`config.mk`:
```
export PLATFORM = sky130hd
export DESIGN_NAME = mds_seq_flat
export DESIGN_NICKNAME = d
export VERILOG_FILES = /design/src/rtl/mds_pkg.sv /design/src/rtl/mds_seq_if.sv /design/src/rtl/mds_gf_mul.sv /design/src/rtl/mds_seq.sv /design/src/flat_wrapper.sv
export SDC_FILE = /design/constraint.sdc
export NUM_CORES = 1
export LEC_CHECK = 0
export ABC_AREA = 0
export BUFFER_PORTS_ARGS = -buffer_cell sky130_fd_sc_hd__buf_2
export CELL_PAD_IN_SITES_DETAIL_PLACEMENT = 1
export CELL_PAD_IN_SITES_GLOBAL_PLACEMENT = 1
export CORE_UTILIZATION = 42
export DETAILED_ROUTE_END_ITERATION = 10
export PLACE_DENSITY_LB_ADDON = 0.08
export SLEW_MARGIN = 15
export SYNTH_ARGS = -nofsm -noshare
export SYNTH_HDL_FRONTEND = slang
export SYNTH_SLANG_ARGS = --single-unit
```
`constraint.sdc`:
```
create_clock -name clk -period 2.57 [get_ports clk]
set_input_delay 0.6425 -clock clk [delete_from_list [all_inputs] [get_ports clk]]
set_output_delay 0.6425 -clock clk [all_outputs]
set_load 0.01 [all_outputs]
```
`src/rtl/mds_pkg.sv`:
```
// Shared definitions for the Twofish MDS serial sequencer.
// Contents: word/byte widths, reduction polynomial, MDS coefficient matrix,
// FSM state encoding and byte-lane access helpers.
package mds_pkg;

    localparam int unsigned WORD_W = 32;
    localparam int unsigned BYTE_W = 8;
    localparam int unsigned LANES  = 4;

    // x^8 + x^6 + x^5 + x^3 + 1
    localparam logic [8:0] MDS_POLY = 9'h169;

    typedef logic [BYTE_W-1:0] mds_byte_t;

    // One matrix row, indexed [col]; byte 0 is the coefficient applied to y0.
    typedef logic [LANES-1:0][BYTE_W-1:0] mds_row_t;

    // MDS_M[row][col]
    localparam mds_row_t [LANES-1:0] MDS_M = {
        32'h5BEF01EF,   // row3 = EF 01 EF 5B
        32'hEF015BEF,   // row2 = EF 5B 01 EF
        32'h01EFEF5B,   // row1 = 5B EF EF 01
        32'h5B5BEF01    // row0 = 01 EF 5B 5B
    };

    typedef enum logic [1:0] {
        IDLE = 2'd0,
        MAC  = 2'd1,
        DONE = 2'd2
    } state_t;

    // Read byte lane idx of a 32-bit word.
    function automatic mds_byte_t byte_lane(input logic [WORD_W-1:0] w,
                                            input logic [1:0]        idx);
        return w[BYTE_W*idx +: BYTE_W];
    endfunction

    // Return w with byte lane idx replaced by b.
    function automatic logic [WORD_W-1:0] put_lane(input logic [WORD_W-1:0] w,
                                                   input logic [1:0]        idx,
                                                   input mds_byte_t         b);
        logic [WORD_W-1:0] r;
        r = w;
        r[BYTE_W*idx +: BYTE_W] = b;
        return r;
    endfunction

endpackage

```
`src/rtl/mds_seq_if.sv`:
```
// Word-level valid/ready bus of the MDS sequencer.
// master: the surrounding g/h datapath (drives input word, consumes result).
// slave : mds_seq.
//   in_valid/in_ready/in_word    : input word y, byte lane i = y_i
//   out_valid/out_ready/out_word : result word z, byte lane i = z_i
interface mds_seq_if;
    import mds_pkg::*;

    logic              in_valid;
    logic              in_ready;
    logic [WORD_W-1:0] in_word;
    logic              out_valid;
    logic              out_ready;
    logic [WORD_W-1:0] out_word;

    modport master (
        output in_valid, in_word, out_ready,
        input  in_ready, out_valid, out_word
    );

    modport slave (
        input  in_valid, in_word, out_ready,
        output in_ready, out_valid, out_word
    );

endinterface

```
`src/rtl/mds_gf_mul.sv`:
```
// Combinational GF(2^8) multiply, reduced modulo POLY.
// Ports: a, b (8-bit operands), prod_c (8-bit product).
module mds_gf_mul
    import mds_pkg::*;
#(
    parameter logic [8:0] POLY = MDS_POLY
) (
    input  mds_byte_t a,
    input  mds_byte_t b,
    output mds_byte_t prod_c
);

    // Shift-and-add: sh walks a*x^i, reduced each step.
    always_comb begin
        mds_byte_t sh;
        prod_c = '0;
        sh     = a;
        for (int i = 0; i < int'(BYTE_W); i++) begin
            if (b[i]) begin
                prod_c = prod_c ^ sh;
            end
            sh = {sh[BYTE_W-2:0], 1'b0} ^ (sh[BYTE_W-1] ? POLY[BYTE_W-1:0] : 8'h00);
        end
    end

endmodule

```
`src/rtl/mds_seq.sv`:
```
// Serial Twofish MDS matrix multiply: z = M * y over GF(2^8).
// One multiplier and one accumulator are time-shared over the 16 terms
// (IDLE -> MAC x16 -> DONE). With MDS_SEQ_ROWPAR_EN defined, four
// multipliers compute a full row per cycle (MAC x4).
// Ports:
//   clk, reset (async, active-low)
//   clr      : synchronous abort back to IDLE, drops the in-flight word
//   bus      : mds_seq_if slave (input word / result handshakes)
//   busy     : high whenever not in IDLE
//   op_count : results delivered, wraps
module mds_seq
    import mds_pkg::*;
#(
    parameter logic [8:0]  POLY       = MDS_POLY,
    parameter int unsigned BUSY_CNT_W = 16
) (
    input  logic                  clk,
    input  logic                  reset,
    input  logic                  clr,
    mds_seq_if.slave              bus,
    output logic                  busy,
    output logic [BUSY_CNT_W-1:0] op_count
);

    state_t                state_q, state_d;
    logic [1:0]            row_q, row_d;
    logic [1:0]            col_q, col_d;
    mds_byte_t             acc_q, acc_d;
    logic [WORD_W-1:0]     y_q, y_d;
    logic [WORD_W-1:0]     res_q, res_d;
    logic [WORD_W-1:0]     out_word_q, out_word_d;
    logic                  out_valid_q, out_valid_d;
    logic                  in_ready_q, in_ready_d;
    logic                  busy_q, busy_d;
    logic [BUSY_CNT_W-1:0] op_count_q, op_count_d;

    mds_byte_t             term_c;
    mds_byte_t             acc_new_c;

`ifdef MDS_SEQ_ROWPAR_EN
    // Whole row per cycle: col never advances, every MAC cycle closes a row.
    localparam logic [1:0] COL_LAST = 2'd0;

    mds_byte_t prod_c [LANES];

    for (genvar k = 0; k < int'(LANES); k++) begin : g_mul
        mds_gf_mul #(.POLY(POLY)) u_mul (
            .a      (MDS_M[row_q][k]),
            .b      (byte_lane(y_q, 2'(k))),
            .prod_c (prod_c[k])
        );
    end

    assign term_c = prod_c[0] ^ prod_c[1] ^ prod_c[2] ^ prod_c[3];
`else
    localparam logic [1:0] COL_LAST = 2'd3;

    mds_gf_mul #(.POLY(POLY)) u_mul (
        .a      (MDS_M[row_q][col_q]),
        .b      (byte_lane(y_q, col_q)),
        .prod_c (term_c)
    );
`endif

    assign acc_new_c = acc_q ^ term_c;

    // Next-state and registered-output logic.
    always_comb begin
        state_d     = state_q;
        row_d       = row_q;
        col_d       = col_q;
        acc_d       = acc_q;
        y_d         = y_q;
        res_d       = res_q;
        out_word_d  = out_word_q;
        out_valid_d = out_valid_q;
        op_count_d  = op_count_q;

        if (clr) begin
            state_d     = IDLE;
            out_valid_d = 1'b0;
            acc_d       = '0;
            row_d       = '0;
            col_d       = '0;
        end else begin
            unique case (state_q)
                IDLE: begin
                    if (bus.in_valid && in_ready_q) begin
                        y_d     = bus.in_word;
                        row_d   = '0;
                        col_d   = '0;
                        acc_d   = '0;
                        state_d = MAC;
                    end
                end
                MAC: begin
                    if (col_q == COL_LAST) begin
                        res_d = put_lane(res_q, row_q, acc_new_c);
                        acc_d = '0;
                        col_d = '0;
                        row_d = row_q + 2'd1;
                        if (row_q == 2'd3) begin
                            state_d = DONE;
                        end
                    end else begin
                        acc_d = acc_new_c;
                        col_d = col_q + 2'd1;
                    end
                end
                DONE: begin
                    // First DONE cycle publishes the result; later ones wait for the consumer.
                    if (!out_valid_q) begin
                        out_valid_d = 1'b1;
                        out_word_d  = res_q;
                    end else if (bus.out_ready) begin
                        out_valid_d = 1'b0;
                        op_count_d  = op_count_q + BUSY_CNT_W'(1);
                        state_d     = IDLE;
                    end
                end
                default: begin
                    state_d = IDLE;
                end
            endcase
        end

        in_ready_d = (state_d == IDLE);
        busy_d     = (state_d != IDLE);
    end

    // State and datapath registers.
    always_ff @(posedge clk or negedge reset) begin
        if (!reset) begin
            state_q     <= IDLE;
            row_q       <= '0;
            col_q       <= '0;
            acc_q       <= '0;
            y_q         <= '0;
            res_q       <= '0;
            out_word_q  <= '0;
            out_valid_q <= 1'b0;
            in_ready_q  <= 1'b0;
            busy_q      <= 1'b0;
            op_count_q  <= '0;
        end else begin
            state_q     <= state_d;
            row_q       <= row_d;
            col_q       <= col_d;
            acc_q       <= acc_d;
            y_q         <= y_d;
            res_q       <= res_d;
            out_word_q  <= out_word_d;
            out_valid_q <= out_valid_d;
            in_ready_q  <= in_ready_d;
            busy_q      <= busy_d;
            op_count_q  <= op_count_d;
        end
    end

    assign bus.in_ready  = in_ready_q;
    assign bus.out_valid = out_valid_q;
    assign bus.out_word  = out_word_q;
    assign busy          = busy_q;
    assign op_count      = op_count_q;

endmodule

```
`src/flat_wrapper.sv`:
```
// flat-port wrapper written by rule: the top's interface ports become plain ports
module mds_seq_flat import mds_pkg::*;
#(
    parameter logic [8:0]  POLY       = MDS_POLY,
    parameter int unsigned BUSY_CNT_W = 16
)
  (clk, reset, clr, busy, op_count, bus_in_valid, bus_in_word, bus_out_ready, bus_in_ready, bus_out_valid, bus_out_word);
  mds_seq_if bus_i ();
  input  logic clk;
  input  logic reset;
  input  logic clr;
  output logic busy;
  output logic [BUSY_CNT_W-1:0] op_count;
  input wire logic [$bits(bus_i.in_valid)-1:0] bus_in_valid;
  input wire logic [$bits(bus_i.in_word)-1:0] bus_in_word;
  input wire logic [$bits(bus_i.out_ready)-1:0] bus_out_ready;
  output wire logic [$bits(bus_i.in_ready)-1:0] bus_in_ready;
  output wire logic [$bits(bus_i.out_valid)-1:0] bus_out_valid;
  output wire logic [$bits(bus_i.out_word)-1:0] bus_out_word;
  assign bus_i.in_valid = bus_in_valid;
  assign bus_i.in_word = bus_in_word;
  assign bus_i.out_ready = bus_out_ready;
  assign bus_in_ready = bus_i.in_ready;
  assign bus_out_valid = bus_i.out_valid;
  assign bus_out_word = bus_i.out_word;
  mds_seq #(.POLY(POLY), .BUSY_CNT_W(BUSY_CNT_W)) u_core (.clk(clk), .reset(reset), .clr(clr), .bus(bus_i), .busy(busy), .op_count(op_count));
endmodule
```
==> results of run 1 <==
-- cells by family (layout without fill, tap and decap cells) --
| group | count (synthesis) | in the layout |
|---|---|---|
| flops | 129 | 129 |
| simple gates | 107 | 107 |
| mux | 83 | 83 |
| compound gates | 57 | 57 |
| xor+xnor | 56 | 56 |
| buf+inv | 31 | 194 |
| fa+ha+maj | 12 | 12 |
-- synthesized netlist by cell type, drive strengths merged (6+ instances only) --
library cell,count,area share
nand2,60,0.038
xnor2,43,0.070
ha,12,0.025
mux4,10,0.037
nor3,8,0.0083
o21ai,39,0.032
dfrtp,129,0.53
inv,11,0.0072
mux2i,7,0.012
xor2,9,0.014
mux2,66,0.12
nor2,11,0.0068
a22o,6,0.0087
buf,11,0.017
clkbuf,9,0.0056
-- critical path, delay by kind of cell (launching register included) --
kind | cells | cell delay (ns)
xor gates and xnor gates | 2 | 0.44
muxes | 2 | 0.77
adders and majority gates | 1 | 0.28
AOI/OAI and AO/OA | 2 | 0.32
buffers and inverters | 3 | 0.33
DFF | 1 | 0.43
-- layout by cell type, fill, tap and decap left out, types with 9 or more instances in the layout --
cell type,n
o21ai_2,18
xnor2_1,30
xnor2_2,9
buf_4,49
mux4_2,10
nand2_1,56
o21ai_1,14
nor2_1,10
buf_6,15
clkbuf_16,17
buf_2,86
dfrtp_1,128
mux2_2,65
-- sequential cells by signal, indices dropped and copies added, names as in the netlist --
name and count:
u_core.col_q 2, u_core.bus.out_valid 1, u_core.op_count 16, u_core.y_q 32, u_core.acc_q 8, u_core.state_q 2, u_core.res_q 32, u_core.row_q 2
u_core.bus.in_ready 1, u_core.bus.out_word 32, u_core.busy 1
-- layer usage --
metal	part of all wire	up-vias	track usage	wire [um]
li1	-	1949	-	-
met2	0.53	70	0.3676	7676
met3	0.033	16	0.05197	485
met1	0.42	2084	0.2592	6176
met4	0.018	0	0.09146	265
met5	0	-	0	0
-- per-stage QoR --
stage / setup slack, ns / cell area (um2) / total power [W] / hold slack [ns]
2_1_floorplan: -0.003551 / 6087 / 0.003771 / 0.3469
5_1_grt: -0.2366 / 8041 / 0.007696 / 0.2278
6_report: -0.1414 / 8041 / 0.007359 / 0.2028
4_1_cts: -0.1267 / 7812 / 0.007153 / 0.2021
3_3_place_gp: -0.1242 / 7041 / 0.004518 / 0.4577
3_5_place_dp: -0.1740 / 7041 / 0.004577 / 0.4590
-- power breakdown --
part	internal (W)	total [W]	leakage [nW]	switching (W)
clock	0.00140	0.00224	0.267	0.000837
combinational	0.00137	0.00275	1.94	0.00138
sequential	0.00224	0.00237	1.72	0.000125
-- timing repair --
action / in CTS / in global routing
gates resized for setup: 34 / 48
setup endpoints to repair: 39 / 40
setup buffers: 11 / 5
pin swaps: 23 / 31
-- worst max path at each step --
stage,startpoint,endpoint,cells past startpoint
floorplan,u_core.col_q[0]$_DFFE_PN0P_,u_core.res_q[2]$_DFFE_PN0P_,9
CTS,u_core.row_q[1]$_DFFE_PN0P_,u_core.res_q[2]$_DFFE_PN0P_,12
detailed placement,u_core.row_q[0]$_DFFE_PN0P_,u_core.res_q[18]$_DFFE_PN0P_,12
global route,u_core.row_q[1]$_DFFE_PN0P_,u_core.res_q[2]$_DFFE_PN0P_,9
global placement,u_core.row_q[1]$_DFFE_PN0P_,u_core.res_q[18]$_DFFE_PN0P_,12
finish,u_core.row_q[0]$_DFFE_PN0P_,u_core.acc_q[3]$_DFFE_PN0P_,10
-- cell type report --
type / instances / area share
multi-input cells: 315 / 0.3698
clock buffers: 22 / 0.05524
repair buffers: 153 / 0.1277
clock inverters: 8 / 0.01120
inverters: 11 / 0.006379
well taps: 180 / 0.02801
flip-flops and latches: 129 / 0.4016
==> summary.md, run 1 <==
| Metric | Value |
|---|---|
| Status | `finished with violations` |
| Failing checks | `negative setup slack` |
| Worst skew pair latency | `0.42 ns` |
| Post-Route WL | `14.60 mm` |
| Post-synthesis sequential area ratio | `0.5327` |
| CP endpoint kind | `register` |
| Antenna cells | `0` |
| Aggregate global-route resource usage | `0.2154` |
| Cells after Synth | `475` |
| Total CTS buffers | `17` |
| Die area | `0.01491 mm2` |
| Reg2reg start | `u_core.row_q[0]$_DFFE_PN0P_` |
| Share of layout cells above drive strength 1 | `0.5047` |
| Synthesized area per cell | `12.76 um2` |
| Post-CTS Hold Buffers | `0` |
| Total leakage power | `3.929 nW` |
| PortBufs | `87` |
| Vias/cell | `5.035` |
| Mux cell area share after synthesis | `0.1720` |
| Crit start category | `register` |
| Relative slew slack | `0.6499` |
| Max-cap violation count | `0` |
| Die H | `122.1 um` |
| CP peak stage delay | `0.55 ns` |
| Setup TNS | `-3.185 ns` |
| Post-synthesis compound-gate area fraction | `0.05658` |
| CTS Sinks | `129` |
| Final ANT Viol Nets | `0` |
| Rows | `43` |
| 1st-iter DRT viols | `120` |
| Largest net degree at the start of global routing | `53` |
| CP Class | `register to register` |
| RSZ-0062 raised after global routing | `true` |
| Clock buffer depth | `2` |
| PwrDens | `915.1 mW/mm2` |
| Multi-input logic area | `0.002974 mm2` |
| Cells after DPL | `772` |
| Syn nets | `524` |
| EDFF count, synth | `0` |
| DRC viols | `0` |
| Die X | `122.1 um` |
| GRT overflow | `0` |
| Cell variety after synth | `52` |
| Initial antenna violation count | `0` |
| Worst slew pin tran | `0.5211 ns` |
| Global-route wire length before repair | `23.64 mm` |
| CORE AREA | `0.01399 mm2` |
| R2R Path End | `u_core.acc_q[3]$_DFFE_PN0P_` |
| Via count | `4119` |
| Clock slew at the register clock pins of the worst setup and hold paths | `0.05 ns` |
| Hold crit path type | `input pin to async pin` |
| Main synth FF type | `dfrtp_1` |
| Xor/xnor share of the synthesized area | `0.09932` |
| FF+latch count, synth | `129` |
| Post-Syn Area | `0.006060 mm2` |
| Drt first pass iters | `4` |
| Simple-Gate Fraction of Synth Area | `0.08528` |
| Hold Fails Final Rpt | `0` |
| Setup slack, reg-to-reg | `-0.14 ns` |
| Adder-cell share of the synthesized area | `0.02478` |
| Largest family of logic cells by synthesized area | `multiplexers` |
| Post-detail-place hpwl | `10.03 mm` |
| Worst VDD drop | `0.5350 mV` |
| Gp weighted congestion | `0.8180` |
| Final setup fails | `35` |
| Reg area | `0.003229 mm2` |
| Worst Skew | `0.006971 ns` |
| Fillers | `1463` |
| Post-synth ARST share | `1.000` |
| CTS root buf | `clkbuf_16` |
| Final nets | `676` |
| Final core utilization | `0.5749` |
| Critical-path top delay cell | `mux4_2` |
| Yosys warning count | `0` |
| Vias in the first global route | `4524` |
| Final setup margin | `-0.1414 ns` |
| Starting Density | `0.4332` |
| H-Tree Depth | `4` |
| CP Max Fanout | `6` |
| Worst endpoint required time | `2.87 ns` |
| Period Utilization, post-route | `1.055` |
| Worst EP arrival | `3.01 ns` |
| Cells on worst reg2reg path | `10` |
| Final cell count without fillers | `818` |
| Slew Limit Fails | `0` |
| Tmin final | `2.711 ns` |
| Post-DR wirelength/cell | `17.85 um` |
| TritonCTS clock tree | `built` |
| F_max | `368.8 MHz` |
| Worst-path cell chain | `clkinv_4 -> ha_4 -> inv_2 -> mux4_2 -> xor2_4 -> mux2i_1 -> o22ai_1 -> xnor2_1 -> buf_4 -> a22o_1` |
| Layout area overhead | `32.71%` |
| Ports | `88` |
Note: power is estimated with default switching activity, not from simulation.
==> run 2, diff against run 1 <==
--- a/config.mk
+++ b/config.mk
@@ -15,4 +15,5 @@
 export SLEW_MARGIN = 15
 export SYNTH_ARGS = -nofsm -noshare
 export SYNTH_HDL_FRONTEND = slang
+export SYNTH_HIERARCHICAL = 1
 export SYNTH_SLANG_ARGS = --single-unit
==> summary.md, run 2 <==
| Metric | Value |
|---|---|
| Status | `finished with violations` |
| Failing checks | `negative setup slack` |
| TritonCTS clock tree | `built` |
| EDFF count, synth | `0` |
| GRT overflow | `0` |
| Most common cell after layout, fill and taps aside | `dfrtp_1` |
| F_max | `291.5 MHz` |
| PwrDens | `936.3 mW/mm2` |
| CORE AREA | `0.01612 mm2` |
| Aggregate global-route resource usage | `0.2244` |
| Setup slack, reg-to-reg | `-0.86 ns` |
| Worst Skew | `0.01097 ns` |
| Post-Route WL | `18.92 mm` |
| Tmin final | `3.430 ns` |
| Cells on worst reg2reg path | `12` |
| Die H | `131.2 um` |
| Largest net degree at the start of global routing | `130` |
| Worst endpoint required time | `2.89 ns` |
| Hold crit path type | `input pin to async pin` |
| R2R Path End | `u_core/res_q[22]$_DFFE_PN0P_` |
| Die area | `0.01722 mm2` |
| FF+latch count, synth | `129` |
| PortBufs | `87` |
| Relative slew slack | `0.5309` |
| Ranking of synthesized cells by area | `dfrtp_1, mux2_2, xnor2_1` |
| Main synth FF type | `dfrtp_1` |
| Crit start category | `register` |
| Crit path from | `u_core/row_q[0]$_DFFE_PN0P_` |
| Post-detail-place hpwl | `12.63 mm` |
| Slew Limit Fails | `0` |
| Starting Density | `0.4352` |
| Final nets | `854` |
| DRC viols | `0` |
| Fillers | `1705` |
| Drt first pass iters | `4` |
| Pre-CTS worst setup slack | `-0.9109 ns` |
| Total CTS buffers | `17` |
| Final setup margin | `-0.8602 ns` |
| CP Max Fanout | `5` |
| Vias/cell | `5.191` |
| Worst VDD drop | `0.6007 mV` |
| RSZ-0062 raised after global routing | `true` |
| Yosys warning count | `6` |
| Most instantiated cells after synthesis | `dfrtp_1, nand2_1, xnor2_1` |
| Worst EP arrival | `3.75 ns` |
| Initial antenna violation count | `0` |
| Layout area overhead | `37.56%` |
| Reg2reg start | `u_core/row_q[0]$_DFFE_PN0P_` |
| Post-synthesis sequential area ratio | `0.4603` |
| Hold Fails Final Rpt | `0` |
| 1st-iter DRT viols | `174` |
| Synthesized area per cell | `11.11 um2` |
| Cells after Synth | `631` |
| CTS root buf | `clkbuf_16` |
| Synth area leader | `dfrtp_1` |
| Post-Syn Area | `0.007013 mm2` |
| Final core utilization | `0.5986` |
| Post-synth ARST share | `1.000` |
| Final ANT Viol Nets | `0` |
| Final setup fails | `40` |
| Most frequent cells in the layout | `dfrtp_1, nand2_1, buf_4, buf_2, mux2_2` |
| Via count | `5378` |
| Max-cap violation count | `0` |
| Clock buffer depth | `2` |
| Post-DR wirelength/cell | `18.26 um` |
| Worst skew pair latency | `0.42 ns` |
| H-Tree Depth | `4` |
| Cell variety after synth | `58` |
| Rows | `46` |
| Share of the synthesized area in the top cell type | `0.4603` |
| Worst slew pin tran | `0.7037 ns` |
| Syn nets | `678` |
| CTS Sinks | `129` |
| CP Class | `register to register` |
| Antenna cells | `0` |
| Share of layout cells above drive strength 1 | `0.4817` |
| Die X | `131.2 um` |
| Count leader, synth | `dfrtp_1` |
| Ports | `88` |
| Vias in the first global route | `5912` |
| Period Utilization, post-route | `1.335` |
| Gp weighted congestion | `0.8625` |
| Post-CTS Hold Buffers | `0` |
| Total leakage power | `4.504 nW` |
| Global-route wire length before repair | `30.73 mm` |
| Clock slew at the register clock pins of the worst setup and hold paths | `0.06 ns` |
| CP endpoint kind | `register` |
==> run 2: changes by cell type after synthesis, moves of 14 or more <==
cell,delta
nand2_1,+43
nor2_1,+14
o21ai_1,-19
o31ai_1,+35
xnor2_1,+29
==> run 2: critical path, stage by stage (launching register included) <==
cell and delay [ns]:
dfrtp_2 0.45, inv_4 0.09, ha_4 0.17, mux4_2 0.49
inv_4 0.10, xnor3_2 0.49, xnor2_4 0.24, xnor2_2 0.15
nand2_1 0.12, xnor2_2 0.15, xnor3_2 0.44, xnor2_4 0.18
o31ai_2 0.26
==> run 2: logic make-up after synthesis <==
family,synth area share
flip-flops,0.4603
adder cells (fa/ha/maj),0.01784
multiplexers,0.1426
XOR/XNOR,0.1251
buffers and inverters,0.03836
AO/OA/AOI/OAI,0.08171
AND/OR/NAND/NOR,0.1336
other,0.0005347
==> run 2: metrics by stage <==
step / setup TNS (ns) / instance area [um2] / cells / hold slack, ns / total power, W
final: -30.01 / 9647 / 1036 / 0.3393 / 0.009033
after global routing: -35.32 / 9647 / 1036 / 0.3852 / 0.009424
after CTS: -28.52 / 9226 / 1026 / 0.3599 / 0.008602
after detailed placement: -26.61 / 8278 / 979 / 0.4718 / 0.005519
after global placement: -22.87 / 8278 / 979 / 0.4548 / 0.005394
after floorplan: -15.69 / 7123 / 631 / 0.3469 / 0.004172
==> run 2: what timing repair did <==
action	4_1_cts	5_1_grt
setup buffers	15	9
endpoints found under the setup margin	40	40
gates cloned	0	1
gates resized for setup	33	61
pin swaps	24	19
==> run 2: report_power, final <==
group | total (W) | switching, W | internal (W)
sequential | 0.00235 | 0.000134 | 0.00221
combinational | 0.00409 | 0.00210 | 0.00198
clock | 0.00260 | 0.000920 | 0.00168
==> run 2: per-layer routing <==
layer  wire length, um  track usage  part of all wire
met1              7733       0.2650              0.41
met2             10380       0.4063              0.55
met3               519      0.04321             0.027
met4               291      0.07386             0.015
met5                 0            0                 0
==> run 2: final cells by class <==
type / instances / area, um2 / area share
Multi-Input combinational cell: 454 / 4095 / 0.4245
Sequential cell: 129 / 3231 / 0.3349
Timing Repair Buffer: 195 / 1368 / 0.1418
Clock buffer: 20 / 456.7 / 0.04734
Tap cell: 216 / 270.3 / 0.02802
Clock inverter: 12 / 181.4 / 0.01881
Inverter: 10 / 45.04 / 0.004669
==> run 2: worst max-delay path by stage <==
| stage | end | slack, ns | cells after the start |
|---|---|---|---|
| after detailed placement | u_core/res_q[6]$_DFFE_PN0P_ | -0.91 | 13 |
| after global routing | u_core/acc_q[0]$_DFFE_PN0P_ | -1.04 | 16 |
| after global placement | u_core/res_q[14]$_DFFE_PN0P_ | -0.78 | 13 |
| after floorplan | u_core/res_q[6]$_DFFE_PN0P_ | -0.64 | 12 |
| final | u_core/res_q[22]$_DFFE_PN0P_ | -0.86 | 12 |
| after CTS | u_core/res_q[6]$_DFFE_PN0P_ | -0.83 | 12 |
==> run 3, diff against run 2 <==
--- a/config.mk
+++ b/config.mk
@@ -7,9 +7,11 @@
 export LEC_CHECK = 0
 export ABC_AREA = 0
 export BUFFER_PORTS_ARGS = -buffer_cell sky130_fd_sc_hd__buf_2
+export CAP_MARGIN = 0
 export CELL_PAD_IN_SITES_DETAIL_PLACEMENT = 1
 export CELL_PAD_IN_SITES_GLOBAL_PLACEMENT = 1
 export CORE_UTILIZATION = 42
+export CTS_BUF_LIST = sky130_fd_sc_hd__clkbuf_16
 export DETAILED_ROUTE_END_ITERATION = 10
 export PLACE_DENSITY_LB_ADDON = 0.08
 export SLEW_MARGIN = 15
==> summary.md, run 3 (synthesis gave the netlist of run 2 again) <==
| Metric | Value |
|---|---|
| Status | `finished with violations` |
| Failing checks | `negative setup slack` |
| Post-CTS Hold Buffers | `0` |
| Aggregate global-route resource usage | `0.2347` |
| Post-DR wirelength/cell | `19.06 um` |
| Ports | `88` |
| Final setup margin | `-0.9167 ns` |
| 1st-iter DRT viols | `195` |
| Largest net degree at the start of global routing | `130` |
| TritonCTS clock tree | `built` |
| Crit start category | `register` |
| F_max | `286.8 MHz` |
| Post-detail-place hpwl | `12.63 mm` |
| Fillers | `1691` |
| Most frequent cells in the layout | `dfrtp_1, nand2_1, buf_4, buf_2, mux2_2` |
| Die area | `0.01722 mm2` |
| Layout area overhead | `38.97%` |
| Slew Limit Fails | `0` |
| Pre-CTS worst setup slack | `-0.9109 ns` |
| CP Class | `register to register` |
| Die X | `131.2 um` |
| Final setup fails | `40` |
| Buf/Inv on CP | `5` |
| Final nets | `855` |
| Period Utilization, post-route | `1.357` |
| Setup slack, reg-to-reg | `-0.92 ns` |
| Rows | `46` |
| CP Max Fanout | `5` |
| Via count | `5481` |
| H-Tree Depth | `4` |
| Largest delay share family, worst path | `XOR/XNOR gates` |
| PortBufs | `87` |
| Share of layout cells above drive strength 1 | `0.4909` |
| Drt first pass iters | `4` |
| Critical-path top delay cell | `mux4_2` |
| Relative slew slack | `0.5247` |
| Vias/cell | `5.285` |
| Hold crit path type | `input pin to async pin` |
| Post-Route WL | `19.76 mm` |
| CP peak stage delay | `0.51 ns` |
| Tmin final | `3.487 ns` |
| Reg area | `0.003231 mm2` |
| DRC viols | `0` |
| Final cell count without fillers | `1037` |
| Worst skew pair latency | `0.42 ns` |
| Worst VDD drop | `0.5550 mV` |
| Initial antenna violation count | `0` |
| CP endpoint kind | `register` |
| Worst EP arrival | `3.79 ns` |
| Vias in the first global route | `6056` |
| CORE AREA | `0.01612 mm2` |
| Die H | `131.2 um` |
| R2R Path End | `u_core/acc_q[7]$_DFFE_PN0P_` |
| Antenna cells | `0` |
| Multi-input logic area | `0.004167 mm2` |
| Gp weighted congestion | `0.8625` |
| Total CTS buffers | `17` |
| Clock buffer depth | `2` |
| Worst endpoint required time | `2.87 ns` |
| PwrDens | `971.2 mW/mm2` |
| Most common cell after layout, fill and taps aside | `dfrtp_1` |
| Worst Skew | `0.007796 ns` |
| Max-cap violation count | `0` |
| Hold Worst Slack | `0.3206 ns` |
| Hold Fails Final Rpt | `0` |
| Cells on worst reg2reg path | `16` |
| GRT overflow | `0` |
| Reg2reg start | `u_core/row_q[0]$_DFFE_PN0P_` |
| CTS root buf | `clkbuf_16` |
| Starting Density | `0.4352` |
| Global-route wire length before repair | `31.74 mm` |
| CTS Sinks | `129` |
| Final ANT Viol Nets | `0` |
| Worst slew pin tran | `0.7129 ns` |
| Total leakage power | `4.544 nW` |
| Worst-path cell chain | `ha_1 -> mux4_2 -> inv_4 -> xnor3_2 -> buf_6 -> xnor2_4 -> buf_6 -> nand2_2 -> xnor2_2 -> xnor2_1 -> xnor2_1 -> buf_4 -> buf_4 -> nor2_1 -> o21ai_1 -> nand2_1` |
| Clock slew at the register clock pins of the worst setup and hold paths | `0.06 ns` |
| RSZ-0062 raised after global routing | `true` |
| Cells after DPL | `979` |
-- run 3: changes by cell type in the layout (fill, tap and decap cells not counted), moves of 3 or more --
cell     previous run  this run
buf_4              95        92
xnor2_1            49        46
nand2_2             4         8
nand2_1            97        93
-- run 3: timing repair --
item	in CTS	in global routing
pin swaps	52	26
gates cloned	1	0
endpoints found under the hold margin	0	0
gates resized for setup	65	43
endpoints found under the setup margin	40	40
buffers inserted	22	5
-- run 3: cell type report --
type / count / area share
inverter: 10 / 0.004622
clock buffer: 17 / 0.04365
tap: 216 / 0.02773
timing repair buffer: 196 / 0.1452
multi-input combinational: 454 / 0.4275
sequential: 129 / 0.3315
clock inverter: 15 / 0.01977
-- run 3: worst max path at each step --
stage	startpoint	to	slack (ns)	cells after the start
finish	u_core/row_q[0]$_DFFE_PN0P_	u_core/acc_q[7]$_DFFE_PN0P_	-0.92	16
detailed placement	u_core/row_q[1]$_DFFE_PN0P_	u_core/res_q[6]$_DFFE_PN0P_	-0.91	13
global placement	u_core/row_q[1]$_DFFE_PN0P_	u_core/res_q[14]$_DFFE_PN0P_	-0.78	13
CTS	u_core/row_q[0]$_DFFE_PN0P_	u_core/res_q[6]$_DFFE_PN0P_	-0.84	12
global route	u_core/row_q[1]$_DFFE_PN0P_	u_core/acc_q[2]$_DFFE_PN0P_	-1.01	18
floorplan	u_core/row_q[0]$_DFFE_PN0P_	u_core/res_q[6]$_DFFE_PN0P_	-0.64	12
-- run 3: layer usage --
| metal | global-route usage | vias up | share of wire | wire [um] |
|---|---|---|---|---|
| li1 | - | 2539 | - | - |
| met1 | 0.2686 | 2807 | 0.41 | 8149 |
| met2 | 0.4300 | 105 | 0.54 | 10650 |
| met3 | 0.04938 | 30 | 0.028 | 557 |
| met4 | 0.08105 | 0 | 0.020 | 403 |
| met5 | 0 | - | 0 | 0 |
-- run 3: worst reg2reg max path, cell delays in order (launching register included) --
cell and delay (ns):
dfrtp_2 0.47, ha_1 0.24, mux4_2 0.51, inv_4 0.10
xnor3_2 0.49, buf_6 0.16, xnor2_4 0.17, buf_6 0.13
nand2_2 0.06, xnor2_2 0.13, xnor2_1 0.14, xnor2_1 0.20
buf_4 0.18, buf_4 0.12, nor2_1 0.03, o21ai_1 0.15
nand2_1 0.07
-- run 3: per-stage QoR --
step           TNS (ns)  utilization  power, W  instance area, um2
4_1_cts          -27.74       0.5872  0.008964                9463
3_3_place_gp     -22.87       0.5137  0.005394                8278
6_report         -30.44       0.6047  0.009465                9746
5_1_grt          -34.78       0.6047  0.009863                9746
3_5_place_dp     -26.61       0.5137  0.005519                8278
2_1_floorplan    -15.69            -  0.004172                7123
-- run 3: power breakdown --
group	switching, W	internal [W]
Combinational	0.00230	0.00227
Clock	0.000924	0.00161
Sequential	0.000145	0.00221
